**src/rtl/emu_time_pkg.sv**
```systemverilog
// emu_time_pkg: shared state and command encodings for the emulator time controller
// Contents: state_t (controller state as seen on state_o), cmd_op_t (host command opcodes)
package emu_time_pkg;
    typedef enum logic [1:0] {
        ST_RSTSEQ = 2'd0,
        ST_IDLE   = 2'd1,
        ST_RUN    = 2'd2,
        ST_STEP   = 2'd3
    } state_t;
    typedef enum logic [1:0] {
        OP_RUN   = 2'd0,
        OP_STOP  = 2'd1,
        OP_STEP  = 2'd2,
        OP_CLEAR = 2'd3
    } cmd_op_t;
endpackage

```
**src/rtl/emu_time_acc.sv**
```systemverilog
// emu_time_acc: emulated-time accumulator with sticky carry-out overflow
// Ports: emu_clk/emu_rst (async active-high), en adds dt this cycle, clr zeroes time and overflow,
//        dt timestep (zero-extended), emu_time accumulated time, time_ovf sticky carry flag
module emu_time_acc
    import emu_time_pkg::*;
#(
    parameter int TIME_WIDTH = 32,
    parameter int DT_WIDTH   = 16
) (
    input  logic                  emu_clk,
    input  logic                  emu_rst,
    input  logic                  en,
    input  logic                  clr,
    input  logic [DT_WIDTH-1:0]   dt,
    output logic [TIME_WIDTH-1:0] emu_time,
    output logic                  time_ovf
);
    logic [TIME_WIDTH:0] sum;
    assign sum = {1'b0, emu_time} + (TIME_WIDTH+1)'(dt);
    always_ff @(posedge emu_clk or posedge emu_rst) begin
        if (emu_rst) begin
            emu_time <= '0;
            time_ovf <= 1'b0;
        end else if (clr) begin
            emu_time <= '0;
            time_ovf <= 1'b0;
        end else if (en) begin
            emu_time <= sum[TIME_WIDTH-1:0];
            time_ovf <= time_ovf | sum[TIME_WIDTH];
        end
    end
endmodule

```
**src/rtl/emu_time_ctrl.sv**
```systemverilog
// emu_time_ctrl: run/stop/step controller producing the model clock enable, model reset and emulated time
// Ports: emu_clk/emu_rst (async active-high); cmd_valid/cmd_ready/cmd_op/cmd_arg host command handshake;
//        dt_req timestep latched on RUN/STEP; emu_ce, model_rst, emu_dt, emu_time, time_ovf, done, state_o outputs.
// Option: EMU_TSTOP_EN adds input t_stop; an enabled cycle whose emu_time+emu_dt reaches t_stop is the last one.
module emu_time_ctrl
    import emu_time_pkg::*;
#(
    parameter int TIME_WIDTH = 32,
    parameter int DT_WIDTH   = 16,
    parameter int STEP_WIDTH = 16,
    parameter int RST_CYCLES = 4
) (
    input  logic                  emu_clk,
    input  logic                  emu_rst,
    input  logic                  cmd_valid,
    output logic                  cmd_ready,
    input  logic [1:0]            cmd_op,
    input  logic [STEP_WIDTH-1:0] cmd_arg,
    input  logic [DT_WIDTH-1:0]   dt_req,
`ifdef EMU_TSTOP_EN
    input  logic [TIME_WIDTH-1:0] t_stop,
`endif
    output logic                  emu_ce,
    output logic                  model_rst,
    output logic [DT_WIDTH-1:0]   emu_dt,
    output logic [TIME_WIDTH-1:0] emu_time,
    output logic                  time_ovf,
    output logic                  done,
    output logic [1:0]            state_o
);
    localparam int RW = $clog2(RST_CYCLES + 1);
    state_t                state;
    logic [RW-1:0]         rcnt;
    logic [STEP_WIDTH-1:0] scnt;
    logic                  accept;
    logic                  clr;
    logic                  last_ce;
    assign cmd_ready = state != ST_RSTSEQ;
    assign accept    = cmd_valid && cmd_ready;
    assign clr       = accept && cmd_op_t'(cmd_op) == OP_CLEAR;
    assign state_o   = state;
`ifdef EMU_TSTOP_EN
    // Compare the untruncated next time so a wrapping sum still counts as reaching t_stop.
    logic [TIME_WIDTH:0] nxt_time;
    assign nxt_time = {1'b0, emu_time} + (TIME_WIDTH+1)'(emu_dt);
    assign last_ce  = emu_ce && nxt_time >= {1'b0, t_stop};
`else
    assign last_ce  = 1'b0;
`endif
    // Accepted commands take priority over step completion and t_stop, which suppresses done.
    always_ff @(posedge emu_clk or posedge emu_rst) begin
        if (emu_rst) begin
            state     <= ST_RSTSEQ;
            rcnt      <= RW'(RST_CYCLES);
            scnt      <= '0;
            emu_ce    <= 1'b0;
            model_rst <= 1'b1;
            emu_dt    <= '0;
            done      <= 1'b0;
        end else begin
            done <= 1'b0;
            if (accept) begin
                case (cmd_op_t'(cmd_op))
                    OP_RUN: begin
                        state  <= ST_RUN;
                        emu_dt <= dt_req;
                        emu_ce <= 1'b1;
                    end
                    OP_STOP: begin
                        state  <= ST_IDLE;
                        emu_ce <= 1'b0;
                    end
                    OP_STEP: begin
                        emu_dt <= dt_req;
                        scnt   <= cmd_arg;
                        state  <= cmd_arg == '0 ? ST_IDLE : ST_STEP;
                        emu_ce <= cmd_arg != '0;
                        done   <= cmd_arg == '0;
                    end
                    OP_CLEAR: begin
                        state     <= ST_RSTSEQ;
                        rcnt      <= RW'(RST_CYCLES);
                        model_rst <= 1'b1;
                        emu_ce    <= 1'b0;
                    end
                endcase
            end else begin
                case (state)
                    ST_RSTSEQ: begin
                        rcnt <= rcnt - RW'(1);
                        if (rcnt == RW'(1)) begin
                            state     <= ST_IDLE;
                            model_rst <= 1'b0;
                        end
                    end
                    ST_RUN: if (last_ce) begin
                        state  <= ST_IDLE;
                        emu_ce <= 1'b0;
                        done   <= 1'b1;
                    end
                    ST_STEP: begin
                        scnt <= scnt - STEP_WIDTH'(1);
                        if (scnt == STEP_WIDTH'(1) || last_ce) begin
                            state  <= ST_IDLE;
                            emu_ce <= 1'b0;
                            done   <= 1'b1;
                        end
                    end
                    default: ;
                endcase
            end
        end
    end
    emu_time_acc #(
        .TIME_WIDTH(TIME_WIDTH),
        .DT_WIDTH  (DT_WIDTH)
    ) u_acc (
        .emu_clk (emu_clk),
        .emu_rst (emu_rst),
        .en      (emu_ce),
        .clr     (clr),
        .dt      (emu_dt),
        .emu_time(emu_time),
        .time_ovf(time_ovf)
    );
endmodule
```
**config.mk**
```make
export PLATFORM = sky130hd
export DESIGN_NAME = emu_time_ctrl
export DESIGN_NICKNAME = d
export VERILOG_FILES = /design/src/rtl/emu_time_pkg.sv /design/src/rtl/emu_time_acc.sv /design/src/rtl/emu_time_ctrl.sv
export SDC_FILE = /design/constraint.sdc
export NUM_CORES = 1
export LEC_CHECK = 0
export BUFFER_PORTS_ARGS = -buffer_cell sky130_fd_sc_hd__buf_4
export CELL_PAD_IN_SITES_DETAIL_PLACEMENT = 1
export CELL_PAD_IN_SITES_GLOBAL_PLACEMENT = 2
export CORE_ASPECT_RATIO = 0.7
export CORE_MARGIN = 3
export CORE_UTILIZATION = 30
export DETAILED_ROUTE_END_ITERATION = 7
export PLACE_DENSITY_LB_ADDON = 0.05
export SLEW_MARGIN = 15
export SYNTH_ARGS = -nofsm -noshare
export SYNTH_HDL_FRONTEND = slang
export SYNTH_SLANG_ARGS = --single-unit
```
**constraint.sdc**
```tcl
create_clock -name emu_clk -period 2.7 [get_ports emu_clk]
set_clock_uncertainty 0.2 [all_clocks]
set_input_delay 0 -clock emu_clk [delete_from_list [all_inputs] [get_ports emu_clk]]
set_output_delay 0 -clock emu_clk [all_outputs]
set_load 0.005 [all_outputs]
```
==> flow_summary.json, run 1 <==
{
  "status": "finished, violations left",
  "failed_checks": "negative setup slack",
  "cts_sinks": 73,
  "die-area_um2": 16300,
  "netlist_top_cells_area": "dfrtp_1 40%, ha_1 6.5%, a21oi_1 4.6%",
  "sw_frac_of_total_pct": 42.4,
  "fp.dieH_um": 108,
  "finalSetupTns_ns": -0.349,
  "rows": 36,
  "wl_met2_mm": 6.67,
  "async_reset_ff_share_pct": 100,
  "ys_seq_area_share_pct": 41.3,
  "synth_top_area_share_pct": 40.1,
  "hpwlAfterDp_mm": 11.5,
  "placed_cells": 787,
  "wl_met3_um": 727,
  "r2r-end": "u_acc.emu_time[30]",
  "final.setup.worst_slack_ns": -0.0848,
  "relSlewSlack_pct": 33.8,
  "syn_avg_cell_area_um2": 9.28,
  "met1_length_mm": 8.64,
  "power_density_nw_per_um2": 1290,
  "dr_total_vias": 4510,
  "drv_slew": 0,
  "cts_tree": "built",
  "power_frac_seq_pct": 24.9,
  "dr.pass1.iters": 5,
  "portBuffers": 91,
  "drt-total-wl_mm": 16.1,
  "drc": 0,
  "yosysUniqueCellTypes": 58,
  "nets": 715,
  "synth_edf_count": 0,
  "cts_max_path_buffers": 2,
  "clock_insertion_delay_worst_skew_ns": 0.34,
  "ys_warn_count": 0,
  "grt_use_total_pct": 20.9,
  "rsz0062_at_grt": "yes",
  "hold_path.class": "in2reg",
  "ys.flop_type": "dfrtp_1",
  "gp_congestion": 0.826,
  "finalCritPeriodShare_pct": 103,
  "worstHoldStart": "cmd_op[1]",
  "min_path_cells": 4,
  "ios": 92,
  "startpoint_type": "flip-flop",
  "clk_pin_slew_ns": 0.06,
  "crit_type": "reg2reg",
  "worstMarginPinSlew_ns": 0.993,
  "core_region_area_um2": 14200,
  "r2r_setup_slack_ns": -0.08,
  "worstSetupEndpointType": "flip-flop",
  "finalSetupViolCount": 6,
  "worstPathArrival_ns": 2.80,
  "dp_slack_ns": -0.200,
  "area.growth.synth_to_final_pct": 47.7,
  "p_leak_nw": 2.98,
  "grt_pass1_wl_mm": 26.6,
  "viasPerCell": 5.31,
  "power.total_mw": 8.43,
  "htree_levels": 3,
  "wire_per_inst_um": 19.0,
  "internal-power_mw": 4.85,
  "layoutNonFillerInstCount": 849,
  "cp_max_fo": 5,
  "num_antenna_cells": 0,
  "top_layer_used": "met4",
  "holdPathEnd": "done",
  "design_area_um2": 6550,
  "grt_pass1_vias": 4704,
  "syn_inst": 478,
  "worstReg2RegStart": "emu_dt[0]",
  "die_w_um": 151,
  "pwr-share-clk_pct": 15.2,
  "grt_max_degree": 74,
  "grt_overflow": 0,
  "drv_cap": 0,
  "min_period_ns": 2.78,
  "synth_fp_nets": 539,
  "cts_buffers": 9,
  "num-fill-cells": 1662,
  "start_util_pct": 31.3,
  "worstPathRequired_ns": 2.71,
  "finalHoldViolCount": 0,
  "drt_iter0_drc": 175,
  "ant_nets": 0,
  "drive_gt1_share_pct": 33.5,
  "clock.fmax_mhz": 359,
  "antenna_found_initial": 0,
  "place_area_um2": 5650,
  "p_comb_share_pct": 59.9,
  "synth_area_leader_cell": "dfrtp_1",
  "fin_hold_ws_ns": 0.0635,
  "vdd_drop_max_mv": 0.492,
  "fin_util_pct": 46.2,
  "root_buffer": "clkbuf_16",
  "switchingPower_mw": 3.57,
  "reg2reg_depth": 9,
  "netlist_area_um2": 4430,
  "ys_ff_latch": 73
}
==> cells in the final DEF, fill, tap and decap left out, types with 4 or more instances in the layout <==
cell / synthesis / layout
a21o_1: 7 / 7
a21oi_1: 41 / 39
a22oi_1: 4 / 4
and3_1: 11 / 11
buf_4: 0 / 141
clkbuf_16: 0 / 9
dfrtp_1: 71 / 71
dlygate4sd3_1: 0 / 36
ha_1: 23 / 15
ha_2: 0 / 4
ha_4: 0 / 4
inv_1: 16 / 15
mux2_2: 16 / 16
mux2i_1: 14 / 14
nand2_1: 36 / 34
nand3_1: 21 / 21
nand4_1: 5 / 5
nor2_1: 37 / 37
nor3_1: 15 / 13
nor4_1: 7 / 6
o211ai_1: 8 / 8
o21a_1: 7 / 6
o21ai_0: 40 / 35
o21ai_1: 1 / 4
o31ai_1: 6 / 5
or2_2: 7 / 7
or4_1: 6 / 5
xnor2_1: 7 / 7
==> cell type report <==
class	instances	area, µm²	area share [%]
clock inverters	4	50.0	0.764
clock buffers	12	267	4.07
repair buffers	180	1460	22.3
multi-input cells	374	2650	40.4
inverters	16	60.1	0.917
well taps	190	238	3.63
flip-flops and latches	73	1830	27.9
==> worst max-delay path: stages (launching register included) <==
cell      delay, ns
dfrtp_1        0.38
ha_2           0.20
fa_2           0.35
a21o_1         0.21
a221o_2        0.40
buf_6          0.14
a211oi_4       0.34
o41a_4         0.25
or4_1          0.12
a21oi_1        0.06
==> flip-flops by register name, summed over array words and instances, names as in the netlist <==
| name | cells |
|---|---|
| emu_dt | 16 |
| state_o | 2 |
| u_acc.emu_time | 32 |
| model_rst | 1 |
| rcnt | 3 |
| scnt | 16 |
| emu_ce | 1 |
| done | 1 |
| u_acc.time_ovf | 1 |
==> logic make-up after synthesis <==
logic type	count (synthesis)	share of synthesized area, %
buffers and inverters	32	2.71
AOI/OAI and AO/OA	147	21.3
muxes	30	7.22
xor gates and xnor gates	10	1.98
and+or+nand+nor	162	18.6
adders and majority gates	24	6.94
DFF	73	41.3
==> power groups by stage <==
stage               clock (mW)  sequential, mW  combinational (mW)
detailed placement           0            2.08                4.48
CTS                       1.32            2.08                4.83
finish                    1.28            2.10                5.05
global route              1.37            2.19                5.59
global placement             0            2.06                4.37
floorplan                    0            1.97                2.58
==> synthesized netlist by cell type, drive strengths merged, types with 7 or more instances <==
| master | instances |
|---|---|
| nor3 | 15 |
| nand2 | 36 |
| nand3 | 21 |
| nor4 | 7 |
| a21o | 8 |
| mux2i | 14 |
| clkbuf | 16 |
| inv | 16 |
| or2 | 7 |
| xnor2 | 7 |
| o21a | 7 |
| and3 | 11 |
| o21ai | 41 |
| o211ai | 8 |
| a21oi | 41 |
| nor2 | 38 |
| mux2 | 16 |
| dfrtp | 71 |
| ha | 23 |
==> how the worst max path moves through the flow <==
stage | from | slack, ns | to | depth (start not counted)
after global placement | emu_dt[0] | -0.09 | u_acc.time_ovf | 8
after CTS | u_acc.emu_time[0] | -0.07 | u_acc.emu_time[22] | 9
final | emu_dt[0] | -0.08 | u_acc.emu_time[30] | 9
after detailed placement | emu_dt[0] | -0.20 | u_acc.emu_time[28] | 8
after floorplan | emu_dt[0] | 0.04 | u_acc.time_ovf | 8
after global routing | emu_dt[0] | -0.15 | u_acc.emu_time[30] | 9
==> what timing repair did <==
action | in CTS | in global routing
hold buffers | 36 | 0
hold endpoints to repair | 107 | 0
buffers inserted | 7 | 2
pin swaps | 14 | 15
cloned | 1 | 0
resized for setup | 14 | 21
endpoints found under the setup margin | 12 | 21
==> layer usage <==
metal / global-route usage (%) / vias up
met5: 0 / -
met4: 4.08 / 0
met3: 4.08 / 7
met2: 29.6 / 94
met1: 32.7 / 2268
li1: - / 2141
Power figures use the tool's default switching activity.
==> inputs of run 2 (changes only) <==
--- a/config.mk
+++ b/config.mk
@@ -13,6 +13,7 @@
 export CORE_UTILIZATION = 30
 export DETAILED_ROUTE_END_ITERATION = 7
 export PLACE_DENSITY_LB_ADDON = 0.05
+export RECOVER_POWER = 25
 export SLEW_MARGIN = 15
 export SYNTH_ARGS = -nofsm -noshare
 export SYNTH_HDL_FRONTEND = slang
==> run 2 against run 1 <==
The run ends with max-capacitance violations, max-slew violations, negative setup slack left. Routed wire length decreased by 0.25%. Maximum frequency increased by 0.22%. Setup slack improved by 0.0060 ns. Non-clock buffer count unchanged. Sequential power about the same. Flip-flop and latch count unchanged.
==> flow_summary.json, run 2 (synthesis results as in run 1) <==
{
  "final-seq-area_um2": 1830,
  "clock_insertion_delay_worst_skew_ns": 0.33,
  "grt_pass1_wl_mm": 26.6,
  "fp.dieH_um": 108,
  "ios": 92,
  "pwr-share-clk_pct": 15.2,
  "nets": 715,
  "largest_reg_flops": 32,
  "dr_total_vias": 4499,
  "cts_sinks": 73,
  "clock.fmax_mhz": 360,
  "final.setup.worst_slack_ns": -0.0788,
  "p_comb_share_pct": 59.9,
  "worstPathArrival_ns": 2.79,
  "crit_start": "emu_dt[0]",
  "finalHoldViolCount": 0,
  "path_buf_inv": 1,
  "relSlewSlack_pct": -30.5,
  "finalCritPeriodShare_pct": 103,
  "cts_tree": "built",
  "top_register": "u_acc.emu_time",
  "reg2reg_depth": 9,
  "power_frac_seq_pct": 25.0,
  "worst-path-stages": 9,
  "startpoint_type": "flip-flop",
  "drv_cap": 1,
  "drv_slew": 74,
  "core_region_area_um2": 14200,
  "finalSetupTns_ns": -0.313,
  "portBuffers": 91,
  "grt_overflow": 0,
  "area.growth.synth_to_final_pct": 47.4,
  "worstHoldStart": "cmd_op[1]",
  "p_leak_nw": 2.97,
  "drt_iter0_drc": 167,
  "ant_nets": 0,
  "wire_per_inst_um": 19.0,
  "grt_max_degree": 74,
  "final_cell_mix": "140 x buf_4, 71 x dfrtp_1, 39 x a21oi_1",
  "power.total_mw": 8.41,
  "cpPeakStageDelay_ns": 0.40,
  "crit_type": "reg2reg",
  "cp_slowest_cell": "a221o_2",
  "finalSetupViolCount": 6,
  "grt_use_total_pct": 20.9,
  "gp_congestion": 0.826,
  "dp_slack_ns": -0.200,
  "final_common_cell": "buf_4",
  "top_regs": "u_acc.emu_time x32, emu_dt x16, scnt x16",
  "hold_path.class": "in2reg",
  "viasPerCell": 5.30,
  "r2r_setup_slack_ns": -0.08,
  "drc": 0,
  "num-fill-cells": 1664,
  "crit_family": "compound AO/OA/AOI/OAI gates",
  "cp_max_fo": 5,
  "worstReg2RegStart": "emu_dt[0]",
  "start_util_pct": 31.3,
  "cts_buffers": 9,
  "internal-power_mw": 4.85,
  "sw_frac_of_total_pct": 42.3,
  "multi_input_area_um2": 2650,
  "rows": 36,
  "root_buffer": "clkbuf_16",
  "drive_gt1_share_pct": 33.4,
  "worstMarginPinSlew_ns": 1.96,
  "cts_max_path_buffers": 2,
  "antenna_found_initial": 0,
  "worstSetupEndpointType": "flip-flop",
  "vdd_drop_max_mv": 0.493,
  "rsz0062_at_grt": "yes",
  "dr.pass1.iters": 4,
  "die_w_um": 151,
  "layoutNonFillerInstCount": 849,
  "cp_cell_sequence": "ha_2 -> fa_2 -> a21o_1 -> a221o_2 -> buf_6 -> a211oi_4 -> o41a_4 -> or4_1 -> a21oi_1",
  "worstPathRequired_ns": 2.71,
  "status": "finished, violations left",
  "hpwlAfterDp_mm": 11.5,
  "placed_cells": 787,
  "power_density_nw_per_um2": 1290,
  "switchingPower_mw": 3.56,
  "min_period_ns": 2.78,
  "clk_pin_slew_ns": 0.06,
  "htree_levels": 3,
  "num_antenna_cells": 0,
  "drt-total-wl_mm": 16.1,
  "die-area_um2": 16300,
  "grt_pass1_vias": 4704,
  "min_path_cells": 4,
  "failed_checks": "max-capacitance violations, max-slew violations, negative setup slack"
}
## run 2: cell count changes in the layout (fill, tap and decap cells not counted)
cell      change
inv_1         +1
buf_4         -1
inv_2         -1
clkbuf_4      +1
buf_12        -1
clkbuf_2      +1
## run 2: power groups by stage
stage,sequential [mW],combinational [mW],clock (mW)
2_1_floorplan,1.97,2.58,0
3_3_place_gp,2.06,4.37,0
3_5_place_dp,2.08,4.48,0
4_1_cts,2.08,4.83,1.32
5_1_grt,2.19,5.59,1.37
6_report,2.10,5.04,1.28
## run 2: per-stage QoR
| step | instance area (µm²) | utilization, % | hold WS (ns) |
|---|---|---|---|
| final | 6540 | 46.1 | 0.0663 |
| after global routing | 6540 | 46.1 | 0.119 |
| after CTS | 6450 | 45.5 | 0.0713 |
| after detailed placement | 5650 | 39.8 | -0.0562 |
| after global placement | 5650 | 39.8 | -0.0583 |
| after floorplan | 4440 | - | -0.0636 |
## run 2: routing by layer
metal | track usage, % | vias to the layer above | routed length (µm)
li1 | - | 2140 | -
met1 | 32.7 | 2260 | 8550
met2 | 29.6 | 95 | 6720
met3 | 4.08 | 4 | 761
met4 | 4.08 | 0 | 61
met5 | 0 | - | 0
## run 2: final cells by class
type	count	share of cell area, %
Tap cell	190	3.64
Inverter	16	0.919
Sequential cell	73	28.0
Timing Repair Buffer	180	22.1
Clock inverter	4	0.766
Clock buffer	12	4.08
Multi-Input combinational cell	374	40.5
## run 2: path summary, 6_finish.rpt
check	endpoint
worst max register to register	u_acc.emu_time[30]
worst max-delay path	u_acc.emu_time[30]
worst min-delay path	done
min in group asynchronous	emu_dt[15]
max in group asynchronous	u_acc.emu_time[20]
worst min register to register	u_acc.time_ovf
## run 2: repair_timing
item	4_1_cts	5_1_grt
setup endpoints to repair	12	21
endpoints found under the hold margin	107	0
resized for setup	14	21
setup buffers	7	2
pin swaps	14	15
hold buffers	36	0
gates cloned	1	0
## run 2: worst reg2reg max path: stages, from the launching register on
cell and delay [ns]:
dfrtp_1 0.38, ha_2 0.20, fa_2 0.35, a21o_1 0.21, a221o_2 0.40, buf_6 0.15, a211oi_4 0.35, o41a_4 0.25
or4_1 0.12, a21oi_1 0.06
